==> config.mk <==
export PLATFORM = sky130hd
export DESIGN_NAME = pipe_stage_reg_flat
export DESIGN_NICKNAME = d
export VERILOG_FILES = /design/src/rtl/pipe_stage_reg_if.sv /design/src/rtl/pipe_stage_reg.sv /design/src/flat_wrapper.sv
export SDC_FILE = /design/constraint.sdc
export NUM_CORES = 1
export LEC_CHECK = 0
export BUFFER_PORTS_ARGS = -buffer_cell sky130_fd_sc_hd__buf_2
export CORE_ASPECT_RATIO = 0.8
export CORE_MARGIN = 4
export CORE_UTILIZATION = 50
export DETAILED_ROUTE_END_ITERATION = 8
export MAX_ROUTING_LAYER = met4
export PLACE_DENSITY_LB_ADDON = 0.25
export SETUP_SLACK_MARGIN = 0.3
export SYNTH_ARGS = -nofsm -noshare
export SYNTH_HDL_FRONTEND = slang
export SYNTH_SLANG_ARGS = --single-unit
==> constraint.sdc <==
create_clock -name clk -period 7 [get_ports clk]
set_input_delay 1.4 -clock clk [delete_from_list [all_inputs] [get_ports clk]]
set_output_delay 1.4 -clock clk [all_outputs]
set_load 0.005 [all_outputs]
==> src/rtl/pipe_stage_reg_if.sv <==
// Stage-register bus: stall/flush control, payload in/out and perf counters.
// The master drives the upstream side; the slave is the register itself.
interface pipe_stage_reg_if #(
  parameter int DATA_W  = 64,
  parameter int STALL_W = 6,
  parameter int CNT_W   = 16
) ();
  logic [STALL_W-1:0] stall;
  logic               flush;
  logic [DATA_W-1:0]  in_data;
  logic               in_valid;
  logic               cnt_clr;
  logic [DATA_W-1:0]  out_data;
  logic               out_valid;
  logic [CNT_W-1:0]   bubble_cnt;
  logic [CNT_W-1:0]   hold_cnt;
  logic [CNT_W-1:0]   flush_cnt;

  modport master (
    output stall, flush, in_data, in_valid, cnt_clr,
    input  out_data, out_valid,
    input  bubble_cnt, hold_cnt, flush_cnt
  );

  modport slave (
    input  stall, flush, in_data, in_valid, cnt_clr,
    output out_data, out_valid,
    output bubble_cnt, hold_cnt, flush_cnt
  );
endinterface

==> src/rtl/pipe_stage_reg.sv <==
// Generic pipeline stage register with hold/bubble/flush control
// and saturating bubble/hold/flush event counters.
module pipe_stage_reg #(
  parameter int               DATA_W     = 64,
  parameter int               STALL_W    = 6,
  parameter int               STAGE      = 2,
  parameter logic [DATA_W-1:0] NOP_VAL   = '0,
  parameter bit               FLUSH_KEEP = 1'b0,
  parameter int               CNT_W      = 16
) (
  input logic            clk,
  input logic            rst,
  pipe_stage_reg_if.slave bus
);

  localparam logic [CNT_W-1:0] CNT_MAX = '1;

  logic              s;
  logic              d;
  logic              ev_flush;
  logic              ev_bub;
  logic              ev_hold;
  logic              ev_adv;
  logic [DATA_W-1:0] data_q;
  logic              valid_q;
  logic [CNT_W-1:0]  bub_q;
  logic [CNT_W-1:0]  hold_q;
  logic [CNT_W-1:0]  flush_q;

  assign s = bus.stall[STAGE];
  assign d = bus.stall[STAGE+1];

  // One-hot event decode; flush dominates any stall state.
  // s=0,d=1 is not legal upstream but simply advances here.
  assign ev_flush = bus.flush;
  assign ev_bub   = !bus.flush && s && !d;
  assign ev_hold  = !bus.flush && s && d;
  assign ev_adv   = !bus.flush && !s;

  always_ff @(posedge clk or posedge rst) begin
    if (rst) begin
      data_q  <= NOP_VAL;
      valid_q <= 1'b0;
    end else begin
      unique case (1'b1)
        ev_flush: begin
          valid_q <= 1'b0;
          if (!FLUSH_KEEP) data_q <= NOP_VAL;
        end
        ev_bub: begin
          data_q  <= NOP_VAL;
          valid_q <= 1'b0;
        end
        ev_hold: begin
          data_q  <= data_q;
          valid_q <= valid_q;
        end
        ev_adv: begin
          data_q  <= bus.in_data;
          valid_q <= bus.in_valid;
        end
      endcase
    end
  end

  always_ff @(posedge clk or posedge rst) begin
    if (rst) begin
      bub_q   <= '0;
      hold_q  <= '0;
      flush_q <= '0;
    end else if (bus.cnt_clr) begin
      bub_q   <= '0;
      hold_q  <= '0;
      flush_q <= '0;
    end else begin
      if (ev_bub && bub_q != CNT_MAX)
        bub_q <= bub_q + 1'b1;
      if (ev_hold && hold_q != CNT_MAX)
        hold_q <= hold_q + 1'b1;
      if (ev_flush && flush_q != CNT_MAX)
        flush_q <= flush_q + 1'b1;
    end
  end

  assign bus.out_data   = data_q;
  assign bus.out_valid  = valid_q;
  assign bus.bubble_cnt = bub_q;
  assign bus.hold_cnt   = hold_q;
  assign bus.flush_cnt  = flush_q;

endmodule

==> src/flat_wrapper.sv <==
// flat-port wrapper written by rule: the top's interface ports become plain ports
module pipe_stage_reg_flat 
#(
  parameter int               DATA_W     = 64,
  parameter int               STALL_W    = 6,
  parameter int               STAGE      = 2,
  parameter logic [DATA_W-1:0] NOP_VAL   = '0,
  parameter bit               FLUSH_KEEP = 1'b0,
  parameter int               CNT_W      = 16
)
  (clk, rst, bus_stall, bus_flush, bus_in_data, bus_in_valid, bus_cnt_clr, bus_out_data, bus_out_valid, bus_bubble_cnt, bus_hold_cnt, bus_flush_cnt);
  pipe_stage_reg_if #(.DATA_W(DATA_W), .STALL_W(STALL_W), .CNT_W(CNT_W)) bus_i ();
  input logic clk;
  input logic rst;
  input wire logic [$bits(bus_i.stall)-1:0] bus_stall;
  input wire logic [$bits(bus_i.flush)-1:0] bus_flush;
  input wire logic [$bits(bus_i.in_data)-1:0] bus_in_data;
  input wire logic [$bits(bus_i.in_valid)-1:0] bus_in_valid;
  input wire logic [$bits(bus_i.cnt_clr)-1:0] bus_cnt_clr;
  output wire logic [$bits(bus_i.out_data)-1:0] bus_out_data;
  output wire logic [$bits(bus_i.out_valid)-1:0] bus_out_valid;
  output wire logic [$bits(bus_i.bubble_cnt)-1:0] bus_bubble_cnt;
  output wire logic [$bits(bus_i.hold_cnt)-1:0] bus_hold_cnt;
  output wire logic [$bits(bus_i.flush_cnt)-1:0] bus_flush_cnt;
  assign bus_i.stall = bus_stall;
  assign bus_i.flush = bus_flush;
  assign bus_i.in_data = bus_in_data;
  assign bus_i.in_valid = bus_in_valid;
  assign bus_i.cnt_clr = bus_cnt_clr;
  assign bus_out_data = bus_i.out_data;
  assign bus_out_valid = bus_i.out_valid;
  assign bus_bubble_cnt = bus_i.bubble_cnt;
  assign bus_hold_cnt = bus_i.hold_cnt;
  assign bus_flush_cnt = bus_i.flush_cnt;
  pipe_stage_reg #(.DATA_W(DATA_W), .STALL_W(STALL_W), .STAGE(STAGE), .NOP_VAL(NOP_VAL), .FLUSH_KEEP(FLUSH_KEEP), .CNT_W(CNT_W)) u_core (.clk(clk), .rst(rst), .bus(bus_i));
endmodule
==> impl_metrics.yaml, run 1 <==
power_and_ir_drop:
  power_leakage_uw: 0.00327
  p_comb_share_pct: 5.9
  ir_drop_v: 0.000200
  powerDensity_nw_per_um2: 266
  seq_power_share_pct: 39.6
  p_int_uw: 1380
  swShare_pct: 20.6
  clkPwrFrac_pct: 54.5
  p_switching_uw: 356
critical_path:
  worstPathMaxFanout: 67
  critPathCaptureType: "flip-flop"
  crit_slowest_cell: "and3b_2"
  critPathArrivalTime_ns: 3.91
  critPathKind: "input pin to flip-flop"
  worstPathCellList: "buf_2 -> and3b_2 -> o41ai_2 -> buf_4 -> or4_1 -> a21oi_1"
  critPathRequiredTime_ns: 7.31
  slowest_delay_ns: 1.06
  start_kind: "input pin"
synthesis:
  syn-num-nets: 505
  synth_area_leader_cell: "dfrtp_1"
  avgSynthCellArea_um2: 11.4
  synth_area_um2: 4870
  synth_edf_count: 0
  synth_commonest_cells: "dfrtp_1 (113), a22o_1 (65), a21oi_1 (36)"
  netlist_instances: 427
  yosys_most_used_dff: "dfrtp_1"
  seq_area_frac_synth_pct: 58.0
  synth_area_leaders: "dfrtp_1 (58%), a22o_1 (12%), a21oi_1 (3.7%)"
  yosysWarnings: 0
  synth_most_common_cell: "dfrtp_1"
  synth_seq_cells: 113
  synth.distinct_cells: 40
  yosys.area.top_type_share_pct: 58.0
  synth-async-reset-ratio_pct: 100
sta:
  rsz0062_at_grt: "false"
  worst_pin_slew_ns: 1.21
  slew_viol_final: 0
  max_slew_margin_pct: 19.2
  fin_setup_tns_ns: 0
  hold_violations: 0
  fin_crit_sh_pct: 51.5
  min_period_ns: 3.61
  clock_skew_ns: 0.00551
  setup-violations-final: 0
  clock.fmax_ghz: 0.277
detailed_routing:
  drt_iter0_drc: 298
  remaining_drc_errors: 0
  drt-vias-per-instance: 5.89
  postRouteAntennaNets: 0
  num_vias: 4341
  avgRoutedWirePerCell_um: 17.6
  wl_um: 13000
  first_pass_iters: 5
clocking:
  cts_buffer_depth: 2
  clock_latency_ns: 0.40
  cts_htree_levels: 4
  clkTransAtPathRegs_ns: 0.05
  cts_sinks: 113
  clock-root-buffer: "clkbuf_16"
  cts_tree: "built"
  cts_hold_buf: 0
  numCtsBuffers: 17
  cts_setup_buffers: 0
  cts-resized-gates: 0
global_routing:
  grt_pass1_vias: 4148
  grt_pass1_wl_um: 20500
  antenna_found_initial: 0
  grt_max_degree: 75
  grt_usage_pct: 23.4
  overflow: 0
status:
  status: "completed"
floorplanning:
  core_area_um2: 9270
  dieArea_um2: 11400
  die_w_um: 118
  start_util_pct: 52.6
  core.rowCount: 31
  fp.dieH_um: 96.3
  io_pins: 188
final_layout:
  drive_gt1_share_pct: 37.1
  fin_nets: 687
  instances_no_fill: 737
  antennaDiodeCount: 0
  final.fill_count: 703
  syn_to_final_growth_pct: 33.9
placement:
  dp_cells: 705
  dp_hpwl_um: 8660
  gp_congestion: 0.871
  port_buffers: 183
flow_run:
  drv_cap: 0
min_path:
  min_path_type: "flip-flop to flip-flop"
per-stage QoR:
step / cell area [um^2] / hold slack, ns / setup slack (ns) / util [%] / total power (uW)
6_report: 6520 / 0.492 / 3.39 / 70.4 / 1730
5_1_grt: 6520 / 0.503 / 3.19 / 70.4 / 1790
4_1_cts: 6520 / 0.496 / 3.42 / 70.4 / 1750
3_5_place_dp: 5870 / 0.476 / 3.03 / 63.3 / 800
3_3_place_gp: 5870 / 0.477 / 3.10 / 63.3 / 797
2_1_floorplan: 4870 / 0.490 / 2.61 / - / 746
cell type report:
cell class / instances / area [um^2] / area share (%)
repair buffers: 188 / 953 / 14.6
inverters: 9 / 36.3 / 0.556
multi-input cells: 280 / 1910 / 29.3
clock buffers: 21 / 470 / 7.21
flip-flops and latches: 113 / 2830 / 43.3
clock inverters: 11 / 183 / 2.80
well taps: 115 / 144 / 2.21
power by group through the flow:
stage / Clock (uW) / Sequential, uW / Combinational (uW)
6_report: 944 / 687 / 102
5_1_grt: 988 / 689 / 114
4_1_cts: 958 / 686 / 104
3_5_place_dp: 0 / 697 / 104
3_3_place_gp: 0 / 696 / 101
2_1_floorplan: 0 / 698 / 48.2
layer usage:
| metal | up-vias | GRT usage [%] | share of wire (%) | wire length (um) |
|---|---|---|---|---|
| met2 | 148 | 36.5 | 49 | 6400 |
| li1 | 2025 | - | - | - |
| met5 | - | - | 0 | 0 |
| met3 | 20 | 6.70 | 6.2 | 803 |
| met4 | 0 | 9.85 | 1.5 | 192 |
| met1 | 2148 | 29.1 | 43 | 5580 |
worst max-delay path, delay by kind of cell:
family	cells	cell delay, ns
buffers and inverters	2	0.46
AOI/OAI and AO/OA	2	0.55
and+or+nand+nor	2	1.47
layout by cell type, fill, tap and decap left out, types with 2 or more instances in the layout:
cell type,instances
nor2_1,12
dfrtp_1,113
nor4_1,4
buf_4,5
nor2b_1,3
xor2_1,3
or4_1,14
clkinv_2,5
mux2_2,2
and4_1,5
bufinv_16,5
nand4_1,12
buf_2,183
o41ai_1,3
nor3_1,4
clkbuf_8,3
and3_1,5
a22o_1,65
a21oi_1,36
o21ai_0,22
ha_1,3
o41ai_2,2
nand3_1,18
o2111ai_1,2
or3_1,20
nand2_1,17
mux2i_1,3
clkbuf_16,17
o31ai_1,13
inv_1,8
flip-flops by register name, indices dropped and copies added, names as in the netlist:
name	cells
u_core.bus.out_data	64
u_core.bus.hold_cnt	16
u_core.bus.bubble_cnt	16
u_core.bus.flush_cnt	16
u_core.bus.out_valid	1
logic make-up after synthesis:
| group | after synthesis | share of synthesized area [%] |
|---|---|---|
| buf+inv | 34 | 2.95 |
| compound gates | 147 | 21.9 |
| simple gates | 121 | 14.5 |
| xor+xnor | 3 | 0.539 |
| mux | 6 | 1.31 |
| flops | 113 | 58.0 |
| fa+ha+maj | 3 | 0.770 |
final timing paths:
check	depth (start not counted)	startpoint	end	slack [ns]
setup / recovery	6	bus_flush	u_core.bus.hold_cnt[6]$_DFFE_PP0P_	3.39
max in group asynchronous	3	rst	u_core.bus.out_valid$_DFFE_PP0N_	4.65
hold reg to reg	1	u_core.bus.out_data[40]$_DFFE_PP0N_	u_core.bus.out_data[40]$_DFFE_PP0N_	0.49
setup reg to reg	6	u_core.bus.hold_cnt[0]$_DFFE_PP0P_	u_core.bus.hold_cnt[1]$_DFFE_PP0P_	4.68
hold / removal	1	u_core.bus.out_data[40]$_DFFE_PP0N_	u_core.bus.out_data[40]$_DFFE_PP0N_	0.49
min in group asynchronous	2	rst	u_core.bus.out_data[32]$_DFFE_PP0N_	1.03
(Power assumes the default switching activity.)
==> run 2, diff against run 1 <==
- ABC_AREA: default -> 1
- CORE_UTILIZATION: 50 -> 46
- clock period: 7 -> 3.3 ns (I/O delays scaled with it)
==> impl_metrics.yaml, run 2 <==
status:
  status: "completed"
power_and_ir_drop:
  power_leakage_uw: 0.00387
  ir_drop_v: 0.000338
  powerDensity_nw_per_um2: 495
clocking:
  cts_hold_buf: 0
  cts_tree: "built"
  cts_buffer_depth: 2
  clkTransAtPathRegs_ns: 0.06
  cts_htree_levels: 4
  cts_setup_buffers: 0
  cts-resized-gates: 0
  cts_sinks: 113
  numCtsBuffers: 17
  clock-root-buffer: "clkbuf_16"
  clock_latency_ns: 0.40
sta:
  clock.fmax_ghz: 0.480
  clock_skew_ns: 0.0143
  fin_crit_sh_pct: 63.2
  min_period_ns: 2.09
  max_slew_margin_pct: 25.9
  slew_viol_final: 0
  worst_pin_slew_ns: 1.11
  fin_setup_tns_ns: 0
  rsz0062_at_grt: "false"
  setup-violations-final: 0
  hold_violations: 0
final_layout:
  instances_no_fill: 973
  largest_register_ffs: 64
  drive_gt1_share_pct: 28.5
  antennaDiodeCount: 0
  layout_commonest_cell: "nand2_1"
  fin_nets: 890
  syn_to_final_growth_pct: 29.3
  mostFrequentLayoutCells: "nand2_1 (194), buf_2 (183), dfrtp_1 (113)"
synthesis:
  netlist_instances: 634
  synth_seq_cells: 113
  avgSynthCellArea_um2: 8.75
  synth-async-reset-ratio_pct: 100
  yosys.area.top_type_share_pct: 50.9
  synth_area_um2: 5550
  synth_commonest_cells: "nand2_1 (194), dfrtp_1 (113), nand3_1 (66)"
  synth_edf_count: 0
  synth.distinct_cells: 25
  yosys_most_used_dff: "dfrtp_1"
  synth_most_common_cell: "nand2_1"
  synth_area_leader_cell: "dfrtp_1"
  yosysWarnings: 0
  syn-num-nets: 712
  seq_area_frac_synth_pct: 50.9
  synth_area_leaders: "dfrtp_1 (51%), nand2_1 (13%), a32o_1 (12%)"
flow_run:
  drv_cap: 0
detailed_routing:
  num_vias: 5236
  wl_um: 15200
  postRouteAntennaNets: 0
  remaining_drc_errors: 0
  first_pass_iters: 5
  drt-vias-per-instance: 5.38
  drt_iter0_drc: 367
  avgRoutedWirePerCell_um: 15.6
floorplanning:
  core.rowCount: 35
  core_area_um2: 11600
  die_w_um: 131
  io_pins: 188
  dieArea_um2: 13900
  start_util_pct: 47.6
  fp.dieH_um: 106
global_routing:
  antenna_found_initial: 0
  grt_usage_pct: 22.7
  overflow: 0
  grt_pass1_wl_um: 24900
  grt_pass1_vias: 5042
  grt_max_degree: 66
critical_path:
  critPathKind: "flip-flop to flip-flop"
  startpoint: "u_core.bus.hold_cnt[0]$_DFFE_PP0P_"
  r2r_start: "u_core.bus.hold_cnt[0]$_DFFE_PP0P_"
  r2r_end: "u_core.bus.hold_cnt[8]$_DFFE_PP0P_"
  cp-endpoint: "u_core.bus.hold_cnt[8]$_DFFE_PP0P_"
  critPathRequiredTime_ns: 3.59
  critPathArrivalTime_ns: 2.37
  critPathCaptureType: "flip-flop"
  worstPathMaxFanout: 15
  r2r_cells: 8
  reg2reg_setup_slack_ns: 1.21
  start_kind: "flip-flop"
placement:
  dp_hpwl_um: 10600
  dp_cells: 941
  gp_congestion: 0.919
  port_buffers: 183
min_path:
  min_path_type: "input pin to async pin"
-- run 2: final cells by class --
| type | instances | area (um^2) |
|---|---|---|
| Fill cell | 1020 | 4470 |
| Sequential cell | 113 | 2830 |
| Multi-Input combinational cell | 437 | 2390 |
| Timing Repair Buffer | 188 | 966 |
| Tap cell | 148 | 185 |
| Inverter | 55 | 210 |
| Clock inverter | 13 | 160 |
| Clock buffer | 19 | 443 |
-- run 2: metal layers --
metal / share of wire, % / GRT usage, %
met1: 45 / 30.6
met2: 48 / 34.7
met3: 5.5 / 5.07
met4: 1.5 / 6.61
met5: 0 / -
-- run 2: power by group --
| part | switching (uW) | leakage, uW | internal (uW) |
|---|---|---|---|
| clock | 648 | 0.000293 | 1210 |
| combinational | 143 | 0.00204 | 101 |
| sequential | 24.3 | 0.00154 | 1430 |
-- run 2: how the worst min path moves through the flow --
stage	startpoint	to	depth (start not counted)
after global routing	rst	u_core.bus.flush_cnt[0]$_DFFE_PP0P_	2
after floorplan	u_core.bus.out_data[0]$_DFFE_PP0N_	u_core.bus.out_data[0]$_DFFE_PP0N_	1
after global placement	u_core.bus.out_data[30]$_DFFE_PP0N_	u_core.bus.out_data[30]$_DFFE_PP0N_	1
after detailed placement	u_core.bus.out_data[45]$_DFFE_PP0N_	u_core.bus.out_data[45]$_DFFE_PP0N_	1
after CTS	rst	u_core.bus.flush_cnt[0]$_DFFE_PP0P_	2
final	rst	u_core.bus.flush_cnt[0]$_DFFE_PP0P_	2
-- run 2: logic make-up (layout without fill, tap and decap cells) --
logic type                 count (synthesis)  after routing  share of synthesized area [%]
and+or+nand+nor                          337            337                           26.3
AOI/OAI and AO/OA                         79             79                           13.1
xor gates and xnor gates                  18             18                           2.84
DFF                                      113            113                           50.9
buffers and inverters                     84            275                           6.06
adders and majority gates                  3              3                          0.676
-- run 2: critical path, cell delays in order, from the launching register on --
cell	delay, ns
dfrtp_1	0.42
ha_1	0.25
nand2_1	0.08
nor2_1	0.17
nand2_1	0.15
o21ai_2	0.47
nor2_2	0.26
nand2_1	0.13
nand2_1	0.05
-- run 2: stage by stage --
step                      hold slack [ns]  area (um^2)  power, uW  worst slack (ns)  util [%]
final                               0.375         7180       3550              1.21      61.6
after global placement              0.468         6580       1720              1.23      56.4
after CTS                           0.385         7180       3590              1.25      61.6
after detailed placement            0.475         6580       1720              1.19      56.4
after floorplan                     0.489         5550       1600              1.27         -
after global routing                0.425         7180       3700              1.02      61.6
